===== src/rtl/phone_pkg.sv =====
// Shared types for the subscriber line controller: state encoding, default digit width, timer sizing.
package phone_pkg;

    typedef enum logic [2:0] {
        ST_IDLE    = 3'd0,
        ST_DIALING = 3'd1,
        ST_CALLING = 3'd2,
        ST_RINGING = 3'd3,
        ST_TALKING = 3'd4,
        ST_BUSY    = 3'd5
    } phone_state_t;

    localparam int DIGIT_W = 4;

    function automatic int timer_w(input int a, input int b);
        int m;
        m = (a > b) ? a : b;
        return $clog2(m + 1);
    endfunction

endpackage


===== src/rtl/phone_line_ctrl_if.sv =====
// Line-side signal bundle between the exchange (master) and one line controller (slave).
interface phone_line_ctrl_if #(
    parameter int ID_W   = 4,
    parameter int DIGITS = 2
);
    logic [ID_W-1:0]        id;
    logic                   off_hook;
    logic [ID_W-1:0]        digit;
    logic                   digit_valid;
    logic                   ring_in;
    logic                   dial_ack;
    logic                   callee_busy;
    logic                   remote_answer;
    logic                   remote_hangup;
    logic                   dial_req;
    logic [ID_W*DIGITS-1:0] dial_num;
    logic [ID_W-1:0]        caller_id;
    logic [2:0]             state;
    logic                   free;
    logic                   ringer;
    logic                   busy_tone;

    modport master (
        output id, off_hook, digit, digit_valid, ring_in, dial_ack, callee_busy,
               remote_answer, remote_hangup,
        input  dial_req, dial_num, caller_id, state, free, ringer, busy_tone
    );

    modport slave (
        input  id, off_hook, digit, digit_valid, ring_in, dial_ack, callee_busy,
               remote_answer, remote_hangup,
        output dial_req, dial_num, caller_id, state, free, ringer, busy_tone
    );
endinterface


===== src/rtl/phone_timeout_ctr.sv =====
// Saturating cycle counter; done flags the cycle that completes `limit` counted cycles.
// Zero latency on done (combinational from count); clear has priority over enable.
module phone_timeout_ctr #(
    parameter int W = 4
) (
    input  logic         clock,
    input  logic         reset,
    input  logic         clear,
    input  logic         enable,
    input  logic [W-1:0] limit,
    output logic         done
);
    logic [W-1:0] count;
    logic [W:0]   count_inc;

    assign count_inc = {1'b0, count} + {{W{1'b0}}, 1'b1};
    assign done      = count_inc >= {1'b0, limit};

    always_ff @(posedge clock or posedge reset) begin
        if (reset) begin
            count <= '0;
        end else if (clear) begin
            count <= '0;
        end else if (enable && (count != {W{1'b1}})) begin
            count <= count + {{(W-1){1'b0}}, 1'b1};
        end
    end
endmodule


===== src/rtl/phone_line_ctrl.sv =====
// Subscriber line controller (dial, request, ring, talk, timeouts); outputs registered, one edge after condition.
// Optional PHONE_REDIAL_EN: all-ones first digit redials the last called number.
module phone_line_ctrl
    import phone_pkg::*;
#(
    parameter int ID_W         = DIGIT_W,
    parameter int DIGITS       = 2,
    parameter int DIAL_TIMEOUT = 8,
    parameter int RING_TIMEOUT = 5
) (
    input  logic             clock,
    input  logic             reset,
    phone_line_ctrl_if.slave line
);
    localparam int NUM_W = ID_W * DIGITS;
    localparam int CNT_W = $clog2(DIGITS + 1);
    localparam int TMR_W = timer_w(DIAL_TIMEOUT, RING_TIMEOUT);

    phone_state_t     st;
    logic             req_q;
    logic [NUM_W-1:0] num_q;
    logic [NUM_W-1:0] shifted;
    logic [CNT_W-1:0] cnt;
    logic             timed;
    logic             tmo;
    logic             tmr_clr;
    logic             tmr_done;
    logic [TMR_W-1:0] tmr_limit;
    logic             last_digit;

`ifdef PHONE_REDIAL_EN
    logic [NUM_W-1:0] last_num;
    logic             last_vld;
    logic             redial_key;
    assign redial_key = (line.digit == {ID_W{1'b1}}) && (cnt == '0);
`endif

    assign shifted    = (num_q << ID_W) | NUM_W'(line.digit);
    assign last_digit = (cnt == CNT_W'(DIGITS - 1));

    // Timer only runs while waiting for a digit or for the far end to answer; any exit clears it.
    assign timed     = (st == ST_DIALING) || ((st == ST_CALLING) && !req_q);
    assign tmo       = timed && tmr_done;
    assign tmr_limit = (st == ST_DIALING) ? TMR_W'(DIAL_TIMEOUT) : TMR_W'(RING_TIMEOUT);
    assign tmr_clr   = !timed || !line.off_hook || tmo
                     || ((st == ST_DIALING) && line.digit_valid)
                     || ((st == ST_CALLING) && line.remote_answer);

    phone_timeout_ctr #(.W(TMR_W)) u_tmr (
        .clock  (clock),
        .reset  (reset),
        .clear  (tmr_clr),
        .enable (timed),
        .limit  (tmr_limit),
        .done   (tmr_done)
    );

    always_ff @(posedge clock or posedge reset) begin
        if (reset) begin
            st    <= ST_IDLE;
            req_q <= 1'b0;
            num_q <= '0;
            cnt   <= '0;
`ifdef PHONE_REDIAL_EN
            last_num <= '0;
            last_vld <= 1'b0;
`endif
        end else if ((st != ST_IDLE) && (st != ST_RINGING) && !line.off_hook) begin
            // Ringing is the one non-idle state where the handset is expected to be down.
            st    <= ST_IDLE;
            req_q <= 1'b0;
        end else begin
            case (st)
                ST_IDLE: begin
                    if (line.ring_in) begin
                        st <= line.off_hook ? ST_TALKING : ST_RINGING;
                    end else if (line.off_hook) begin
                        st    <= ST_DIALING;
                        num_q <= '0;
                        cnt   <= '0;
                    end
                end
                ST_DIALING: begin
                    if (line.digit_valid) begin
`ifdef PHONE_REDIAL_EN
                        if (redial_key) begin
                            if (last_vld) begin
                                num_q <= last_num;
                                st    <= ST_CALLING;
                                req_q <= 1'b1;
                            end
                        end else
`endif
                        begin
                            num_q <= shifted;
                            cnt   <= cnt + CNT_W'(1);
                            if (last_digit) begin
                                st    <= ST_CALLING;
                                req_q <= 1'b1;
`ifdef PHONE_REDIAL_EN
                                last_num <= shifted;
                                last_vld <= 1'b1;
`endif
                            end
                        end
                    end else if (tmo) begin
                        st <= ST_BUSY;
                    end
                end
                ST_CALLING: begin
                    if (req_q) begin
                        if (line.dial_ack) begin
                            req_q <= 1'b0;
                            if (line.callee_busy) st <= ST_BUSY;
                        end
                    end else if (line.remote_answer) begin
                        st <= ST_TALKING;
                    end else if (tmo) begin
                        st <= ST_BUSY;
                    end
                end
                ST_RINGING: begin
                    if (line.off_hook)      st <= ST_TALKING;
                    else if (!line.ring_in) st <= ST_IDLE;
                end
                ST_TALKING: begin
                    if (line.remote_hangup) st <= ST_BUSY;
                end
                ST_BUSY: begin
                    st <= ST_BUSY;
                end
                default: begin
                    st    <= ST_IDLE;
                    req_q <= 1'b0;
                end
            endcase
        end
    end

    assign line.state     = st;
    assign line.dial_req  = req_q;
    assign line.dial_num  = num_q;
    assign line.caller_id = req_q ? line.id : '0;
    assign line.free      = (st == ST_IDLE) && !line.off_hook;
    assign line.ringer    = (st == ST_RINGING);
    assign line.busy_tone = (st == ST_BUSY);
endmodule


===== src/flat_wrapper.sv =====
// flat-port wrapper written by rule: the top's interface ports become plain ports
module phone_line_ctrl_flat import phone_pkg::*;
#(
    parameter int ID_W         = DIGIT_W,
    parameter int DIGITS       = 2,
    parameter int DIAL_TIMEOUT = 8,
    parameter int RING_TIMEOUT = 5
)
  (clock, reset, line_id, line_off_hook, line_digit, line_digit_valid, line_ring_in, line_dial_ack, line_callee_busy, line_remote_answer, line_remote_hangup, line_dial_req, line_dial_num, line_caller_id, line_state, line_free, line_ringer, line_busy_tone);
  phone_line_ctrl_if #(.ID_W(ID_W), .DIGITS(DIGITS)) line_i ();
  input  logic clock;
  input  logic reset;
  input wire logic [$bits(line_i.id)-1:0] line_id;
  input wire logic [$bits(line_i.off_hook)-1:0] line_off_hook;
  input wire logic [$bits(line_i.digit)-1:0] line_digit;
  input wire logic [$bits(line_i.digit_valid)-1:0] line_digit_valid;
  input wire logic [$bits(line_i.ring_in)-1:0] line_ring_in;
  input wire logic [$bits(line_i.dial_ack)-1:0] line_dial_ack;
  input wire logic [$bits(line_i.callee_busy)-1:0] line_callee_busy;
  input wire logic [$bits(line_i.remote_answer)-1:0] line_remote_answer;
  input wire logic [$bits(line_i.remote_hangup)-1:0] line_remote_hangup;
  output wire logic [$bits(line_i.dial_req)-1:0] line_dial_req;
  output wire logic [$bits(line_i.dial_num)-1:0] line_dial_num;
  output wire logic [$bits(line_i.caller_id)-1:0] line_caller_id;
  output wire logic [$bits(line_i.state)-1:0] line_state;
  output wire logic [$bits(line_i.free)-1:0] line_free;
  output wire logic [$bits(line_i.ringer)-1:0] line_ringer;
  output wire logic [$bits(line_i.busy_tone)-1:0] line_busy_tone;
  assign line_i.id = line_id;
  assign line_i.off_hook = line_off_hook;
  assign line_i.digit = line_digit;
  assign line_i.digit_valid = line_digit_valid;
  assign line_i.ring_in = line_ring_in;
  assign line_i.dial_ack = line_dial_ack;
  assign line_i.callee_busy = line_callee_busy;
  assign line_i.remote_answer = line_remote_answer;
  assign line_i.remote_hangup = line_remote_hangup;
  assign line_dial_req = line_i.dial_req;
  assign line_dial_num = line_i.dial_num;
  assign line_caller_id = line_i.caller_id;
  assign line_state = line_i.state;
  assign line_free = line_i.free;
  assign line_ringer = line_i.ringer;
  assign line_busy_tone = line_i.busy_tone;
  phone_line_ctrl #(.ID_W(ID_W), .DIGITS(DIGITS), .DIAL_TIMEOUT(DIAL_TIMEOUT), .RING_TIMEOUT(RING_TIMEOUT)) u_core (.clock(clock), .reset(reset), .line(line_i));
endmodule

===== config.mk =====
export PLATFORM = sky130hd
export DESIGN_NAME = phone_line_ctrl_flat
export DESIGN_NICKNAME = d
export VERILOG_FILES = /design/src/rtl/phone_pkg.sv /design/src/rtl/phone_line_ctrl_if.sv /design/src/rtl/phone_timeout_ctr.sv /design/src/rtl/phone_line_ctrl.sv /design/src/flat_wrapper.sv
export SDC_FILE = /design/constraint.sdc
export NUM_CORES = 1
export LEC_CHECK = 0
export BUFFER_PORTS_ARGS = -buffer_cell sky130_fd_sc_hd__buf_4
export CORE_ASPECT_RATIO = 1.2
export CORE_MARGIN = 5
export CORE_UTILIZATION = 45
export CTS_CLUSTER_SIZE = 40
export DETAILED_ROUTE_END_ITERATION = 6
export GPL_TIMING_DRIVEN = 0
export PLACE_DENSITY = 0.72
export SLEW_MARGIN = 20
export SYNTH_ARGS = -nofsm -noshare
export SYNTH_HDL_FRONTEND = slang
export SYNTH_SLANG_ARGS = --single-unit
export TNS_END_PERCENT = 10

===== constraint.sdc =====
create_clock -name clock -period 2.2 [get_ports clock]
set_clock_uncertainty 0.15 [all_clocks]
set_input_delay 0.11 -clock clock [delete_from_list [all_inputs] [get_ports clock]]
set_output_delay 0.11 -clock clock [all_outputs]
set_load 0.05 [all_outputs]

==> Word level (Yosys, flattened, before mapping) <==
Index checks and enable logic that the tools add are counted.
{ "word_totals": {"reg_bits": 18, "input_bits": 17, "output_inout_bits": 19, "elab_cells": 88} }
{ "op_classes": {"n_bitwise": 2, "n_eq_ne": 20, "muxes": 33, "reduce_logical": 24, "add_sub_neg": 3, "n_lt_le_gt_ge": 1} }
{ "ops": {"columns": ["op", "count"], "rows": [
  ["$mux 3", 14],
  ["$mux 8", 3],
  ["$pmux 3 s6", 1],
  ["$mux 4", 4],
  ["$pmux 8 s2", 1],
  ["$ne 4x3->1 const B", 3],
  ["$ne 4x4->1 const B", 3],
  ["$ne 3x2->1 const B", 3],
  ["$logic_and 1x1->1", 8],
  ["$or 8x4->8", 1],
  ["$eq 3x2->1 const B", 2],
  ["$eq 3x3->1 const B", 2],
  ["$mux 2", 3],
  ["$ne 2x2->1 const B", 3],
  ["$reduce_and 6->1", 1],
  ["$add 4x1->5 const B", 1],
  ["$ge 5x4->1", 1],
  ["$logic_or 1x1->1", 5],
  ["$mux 1", 5],
  ["$reduce_and 5->1", 1],
  ["$add 4x1->4 const B", 1],
  ["$pmux 2 s2", 1],
  ["$reduce_bool 2->1", 2],
  ["$reduce_or 4->1", 1],
  ["other kinds (11)", 13]
]} }

==> Depth between registers and ports, before layout <==
{ "logic_depth": {"word_depth": 9, "mapped_depth": 9, "depth_no_buf": 8} }

==> Hierarchy <==
From an unflattened synthesis, not the netlist that was laid out.
{ "hier_totals": {"cells_unflattened": 143, "area_unflattened_um2": 1371.3} }
{ "by_module_without_submodules": {"columns": ["module", "area_per_inst_um2", "instances", "seq_area_each_um2", "cells_per_inst"], "rows": [
  ["phone_line_ctrl", 1036.0, 1, 350.3, 107],
  ["phone_timeout_ctr", 335.3, 1, 100.1, 36]
]} }

==> Worst setup path before layout <==
OpenSTA, ideal clock, no wires.
{ "synth_path": {"path_type": "register -> output", "startpoint": "register u_core.st[2], in the netlist u_core.line.state[2]", "endpoint": "output line_free", "path_slack_ps": -599, "arrival_time_ps": 2539, "t_required_ps": 1940, "path_stages_with_launch": 4, "path_buffers": 2, "path_cell_list": "dfrtp_1 -> buf_4 -> clkbuf_1 -> nor4_1"} }
{ "synth_via": {"elab_chain_len": 2} }
{ "synth_rtl": {"columns": ["element", "line", "rtl"], "rows": [
  ["start, declared", "phone_line_ctrl.sv:19", "phone_state_t st;"],
  ["start signal, assigned", "phone_line_ctrl.sv:76", "st <= line.off_hook ? ST_TALKING : ST_RINGING;"],
  ["$logic_not 3->1", "phone_line_ctrl.sv:144", "assign line.free = (st == ST_IDLE) && !line.off_hook;"],
  ["$logic_and 1x1->1", "phone_line_ctrl.sv:144", null],
  ["end, declared", "flat_wrapper.sv:26", "output wire logic [$bits(line_i.free)-1:0] line_free;"]
]} }
No other way between the ends.

==> Worst setup path after layout <==
{ "layout_path": {"startpoint": "register u_core.st[0], in the netlist u_core.line.state[0]", "endpoint": "register u_core.st[1], in the netlist u_core.line.state[1]"} }
{ "layout_via": {"elab_chain_len": 9, "word_cells_on_any_way": 28, "cone_classes": "order compare: 1; eq/ne: 12; mux: 7; reduce/logical: 8"} }
{ "layout_rtl": {"columns": ["element", "line", "rtl"], "rows": [
  ["$eq 3x1->1 or $eq 3x2->1 (tied branches)", "phone_line_ctrl.sv:42, phone_line_ctrl.sv:44, phone_line_ctrl.sv:73", null],
  ["$mux 4 or $logic_and 1x1->1 (tied branches)", "phone_line_ctrl.sv:44, phone_line_ctrl.sv:42", null],
  ["$ge 5x4->1 or $logic_or 1x1->1 (tied branches)", "phone_timeout_ctr.sv:17, phone_line_ctrl.sv:42", null],
  ["$logic_and 1x1->1", "phone_line_ctrl.sv:43", "assign tmo = timed && tmr_done;"],
  ["$mux 3 (3 in series)", null, null],
  ["$pmux 3 s6", "phone_line_ctrl.sv:73", "case (st)"],
  ["$mux 3", "phone_line_ctrl.sv:68", "end else if ((st != ST_IDLE) && (st != ST_RINGING) && !line.off_hook) begin"]
]} }
Several ways; a longest one is shown, not always the timed one.
A chain may end at the register's enable or synchronous reset.

==> run_summary.xml <==
<?xml version="1.0" encoding="UTF-8"?>
<metrics>
  <group name="setup_path">
    <metric name="path_common_cell" unit="">sky130_fd_sc_hd__buf_4</metric>
    <metric name="timing.critical_path.required" unit="ns">2.26</metric>
    <metric name="cpLargestDelayFamily" unit="">compound AO/OA/AOI/OAI gates</metric>
    <metric name="crit_arrival" unit="ns">2.31</metric>
    <metric name="path_cells" unit="">nor3b_4 &gt; buf_6 &gt; buf_4 &gt; buf_4 &gt; and3_1 &gt; buf_4 &gt; a211oi_4 &gt; o21ai_1 &gt; a22o_1</metric>
    <metric name="crit_path_max_fanout" unit="">7</metric>
    <metric name="worst_setup_path_end_kind" unit="">register</metric>
    <metric name="cp_slowest_cell" unit="">sky130_fd_sc_hd__dfrtp_2</metric>
    <metric name="cp_num_buf_inv" unit="">4</metric>
    <metric name="timing.critical_path.from_type" unit="">register</metric>
    <metric name="criticalPathCategory" unit="">register to register</metric>
    <metric name="slowest_delay" unit="ns">0.46</metric>
  </group>
  <group name="global_route">
    <metric name="overflow" unit="">0</metric>
    <metric name="gr-usage-all-layers" unit="%">19.6</metric>
    <metric name="grt_pass1_wl" unit="µm">5800</metric>
    <metric name="antenna_found_initial" unit="">0</metric>
    <metric name="via_count_of_the_first_global_routing_pass" unit="">1203</metric>
    <metric name="pin_count_of_the_biggest_net_entering_global_routing" unit="">19</metric>
  </group>
  <group name="detailed_routing">
    <metric name="remaining_drc_errors" unit="">0</metric>
    <metric name="post_drt_wl_per_cell" unit="µm">16.4</metric>
    <metric name="avgViaCountPerCell" unit="">5.60</metric>
    <metric name="remaining_antenna_violation_count" unit="">0</metric>
    <metric name="num_vias" unit="">1227</metric>
    <metric name="drt_wl_total" unit="µm">3590</metric>
    <metric name="dr.pass1.iters" unit="">4</metric>
    <metric name="dr.first_iter.drc_count" unit="">36</metric>
  </group>
  <group name="synthesis">
    <metric name="synth-main-ff-cell" unit="">sky130_fd_sc_hd__dfrtp_1</metric>
    <metric name="most_instantiated_library_cell_after_synthesis" unit="">sky130_fd_sc_hd__dfrtp_1</metric>
    <metric name="synth_nets" unit="">156</metric>
    <metric name="postSynthRegisterBits" unit="">18</metric>
    <metric name="synth_cells" unit="">135</metric>
    <metric name="yosys.area.top_type_share" unit="%">37.9</metric>
    <metric name="synth.area.top_cells" unit="">sky130_fd_sc_hd__dfrtp_1 (38%), sky130_fd_sc_hd__a22o_1 (5.9%), sky130_fd_sc_hd__ha_1 (4.2%), sky130_fd_sc_hd__nand2_1 (3.8%), sky130_fd_sc_hd__inv_1 (3.5%)</metric>
    <metric name="synthDistinctLibCells" unit="">40</metric>
    <metric name="portion_of_the_post_synthesis_area_used_by_sequential_elements" unit="%">37.9</metric>
    <metric name="synth_top_cell_by_area" unit="">sky130_fd_sc_hd__dfrtp_1</metric>
    <metric name="synth.top_cells.by_count" unit="">sky130_fd_sc_hd__dfrtp_1 (18), sky130_fd_sc_hd__nand2_1 (12), sky130_fd_sc_hd__inv_1 (11)</metric>
    <metric name="synth_enable_flop_cells" unit="">0</metric>
    <metric name="synth.cell_area" unit="µm²">1190</metric>
    <metric name="synth-warning-count" unit="">0</metric>
    <metric name="async_reset_ff_share" unit="%">100</metric>
    <metric name="synth.avg_cell_area" unit="µm²">8.81</metric>
  </group>
  <group name="finish">
    <metric name="filler_cell_count" unit="">219</metric>
    <metric name="fin_util" unit="%">67.3</metric>
    <metric name="layout_area_growth_over_synthesis" unit="%">43.0</metric>
    <metric name="final_nets" unit="">208</metric>
    <metric name="drive_above_1_share" unit="%">34.9</metric>
    <metric name="num_antenna_cells" unit="">0</metric>
  </group>
  <group name="timing">
    <metric name="drv_slew" unit="">0</metric>
    <metric name="fmaxAchievable" unit="MHz">444</metric>
    <metric name="setup_repair_after_global_routing_missed_its_margin" unit="">true</metric>
    <metric name="setup-violations-final" unit="">2</metric>
    <metric name="final_layout_worst_hold_slack" unit="ns">0.121</metric>
    <metric name="worst_slew_pin_slew" unit="ns">0.702</metric>
    <metric name="setup-tns-final" unit="ns">-0.0862</metric>
    <metric name="final.setup.worst_slack" unit="ns">-0.0537</metric>
    <metric name="finalWorstPathRequiredPeriod" unit="ns">2.25</metric>
    <metric name="slew_headroom" unit="%">53.2</metric>
    <metric name="period_share" unit="%">102</metric>
    <metric name="timing.final.hold_violations" unit="">0</metric>
  </group>
  <group name="cts">
    <metric name="cts.sink_count" unit="">18</metric>
    <metric name="clkLatencyLatePin" unit="ns">0.31</metric>
    <metric name="cts_tree" unit="">built</metric>
    <metric name="cts_buffer_depth" unit="">2</metric>
    <metric name="clk_root_buffer_cell" unit="">sky130_fd_sc_hd__clkbuf_4</metric>
    <metric name="cts_inserted_buffers" unit="">3</metric>
    <metric name="cts_htree_levels" unit="">1</metric>
    <metric name="clk_transition_reported_paths" unit="ns">0.12</metric>
  </group>
  <group name="outcome">
    <metric name="failed_checks" unit="">setup timing</metric>
    <metric name="run_status" unit="">complete, but fails checks</metric>
  </group>
  <group name="floorplanning">
    <metric name="dieWidth" unit="µm">56.9</metric>
    <metric name="initial_utilization" unit="%">47.1</metric>
    <metric name="io_pins" unit="">36</metric>
    <metric name="fp.coreArea" unit="µm²">2530</metric>
    <metric name="die-area" unit="µm²">3780</metric>
    <metric name="fp.dieH" unit="µm">66.3</metric>
    <metric name="row_count" unit="">20</metric>
  </group>
  <group name="job">
    <metric name="max_cap_violations" unit="">0</metric>
  </group>
  <group name="placed_design">
    <metric name="place_congestion" unit="">0.876</metric>
    <metric name="dpl_wire_length" unit="µm">2430</metric>
    <metric name="io_buffers" unit="">35</metric>
  </group>
  <group name="worst_hold_path">
    <metric name="hold_path_class" unit="">input pin to register</metric>
  </group>
  <group name="power_and_ir_drop">
    <metric name="leakage" unit="nW">0.813</metric>
    <metric name="peakVddDrop" unit="mV">0.812</metric>
    <metric name="pwr_dens" unit="nW/µm²">1310</metric>
  </group>
</metrics>
## placed cells by master, fill, tap and decap left out, types with 3 or more instances in the layout
cell type / synthesis / routed
sky130_fd_sc_hd__nand3_1: 4 / 4
sky130_fd_sc_hd__nor2b_1: 5 / 4
sky130_fd_sc_hd__nor2_1: 8 / 8
sky130_fd_sc_hd__dfrtp_1: 18 / 15
sky130_fd_sc_hd__a22oi_1: 3 / 3
sky130_fd_sc_hd__buf_4: 3 / 44
sky130_fd_sc_hd__clkbuf_4: 0 / 3
sky130_fd_sc_hd__dfrtp_2: 0 / 3
sky130_fd_sc_hd__inv_1: 11 / 9
sky130_fd_sc_hd__and2_1: 5 / 5
sky130_fd_sc_hd__o22ai_1: 3 / 3
sky130_fd_sc_hd__nor3_1: 3 / 3
sky130_fd_sc_hd__o21ai_0: 6 / 6
sky130_fd_sc_hd__a22o_1: 8 / 8
sky130_fd_sc_hd__dlygate4sd3_1: 0 / 5
sky130_fd_sc_hd__nand2b_1: 4 / 4
sky130_fd_sc_hd__nand2_1: 12 / 12
sky130_fd_sc_hd__clkbuf_1: 3 / 3
sky130_fd_sc_hd__a21oi_1: 4 / 4
## per-layer routing
layer	track usage [%]	share of wire (%)	routed length (µm)
met5	0	0	0
met4	6.96	1.9	70
met3	4.49	8.2	296
met2	34.4	51	1830
met1	23.1	39	1400
## stage by stage
step	worst slack (ns)	std cells	power (mW)	area, µm²
after floorplan	-0.290	135	1.48	1210
after global placement	-0.301	203	1.82	1520
after detailed placement	-0.363	203	1.84	1520
after CTS	-0.0489	217	2.14	1650
after global routing	-0.130	219	2.36	1700
final	-0.0537	219	2.22	1700
## path summary, 6_finish.rpt
kind	start	end	slack, ns	cells after the start
setup / recovery	u_core.line.state[0]	u_core.line.state[1]	-0.05	9
hold / removal	line_digit_valid	u_core.cnt[0]	0.12	3
setup reg to reg	u_core.line.state[0]	u_core.line.state[1]	-0.05	9
hold reg to reg	u_core.cnt[1]	u_core.cnt[1]	0.34	2
max in group asynchronous	reset	u_core.line.state[2]	1.11	3
min in group asynchronous	reset	u_core.u_tmr.count[0]	0.31	3
## logic make-up after synthesis
| family | count (synthesis) | share of synthesized area, % |
|---|---|---|
| buf+inv | 19 | 7.04 |
| xor+xnor | 3 | 2.21 |
| fa+ha+maj | 4 | 4.21 |
| simple gates | 51 | 23.8 |
| flops | 18 | 37.9 |
| compound gates | 40 | 24.9 |
## state kept, by name, summed over array words and instances (netlist names)
name	count
u_core.cnt	2
u_core.line.dial_num	8
u_core.line.dial_req	1
u_core.line.state	3
u_core.u_tmr.count	4
## final cells by class
class	instances	area, µm²	area share [%]
Buffer	7	35.0	2.06
Multi-Input combinational cell	98	717	42.1
Tap cell	33	41.3	2.43
Timing Repair Buffer	48	377	22.1
Sequential cell	18	454	26.7
Inverter	11	41.3	2.43
Clock buffer	4	36.3	2.13
## report_power, final
group | total (mW) | switching (mW) | internal [mW]
clock | 0.217 | 0.116 | 0.101
sequential | 0.520 | 0.0866 | 0.434
combinational | 1.49 | 0.918 | 0.568
## timing repair
item | in CTS | in global routing
pin swaps | 6 | 6
hold buffers | 5 | 0
setup buffers | 6 | 2
endpoints found under the hold margin | 22 | 0
gates resized for setup | 2 | 7
setup endpoints to repair | 7 | 4
## worst register-to-register path, cell delays in order, from the launching register on
cell and delay, ns:
sky130_fd_sc_hd__dfrtp_2 0.46, sky130_fd_sc_hd__nor3b_4 0.17, sky130_fd_sc_hd__buf_6 0.12, sky130_fd_sc_hd__buf_4 0.12
sky130_fd_sc_hd__buf_4 0.14, sky130_fd_sc_hd__and3_1 0.17, sky130_fd_sc_hd__buf_4 0.16, sky130_fd_sc_hd__a211oi_4 0.26
sky130_fd_sc_hd__o21ai_1 0.13, sky130_fd_sc_hd__a22o_1 0.26
(Power assumes the default switching activity.)
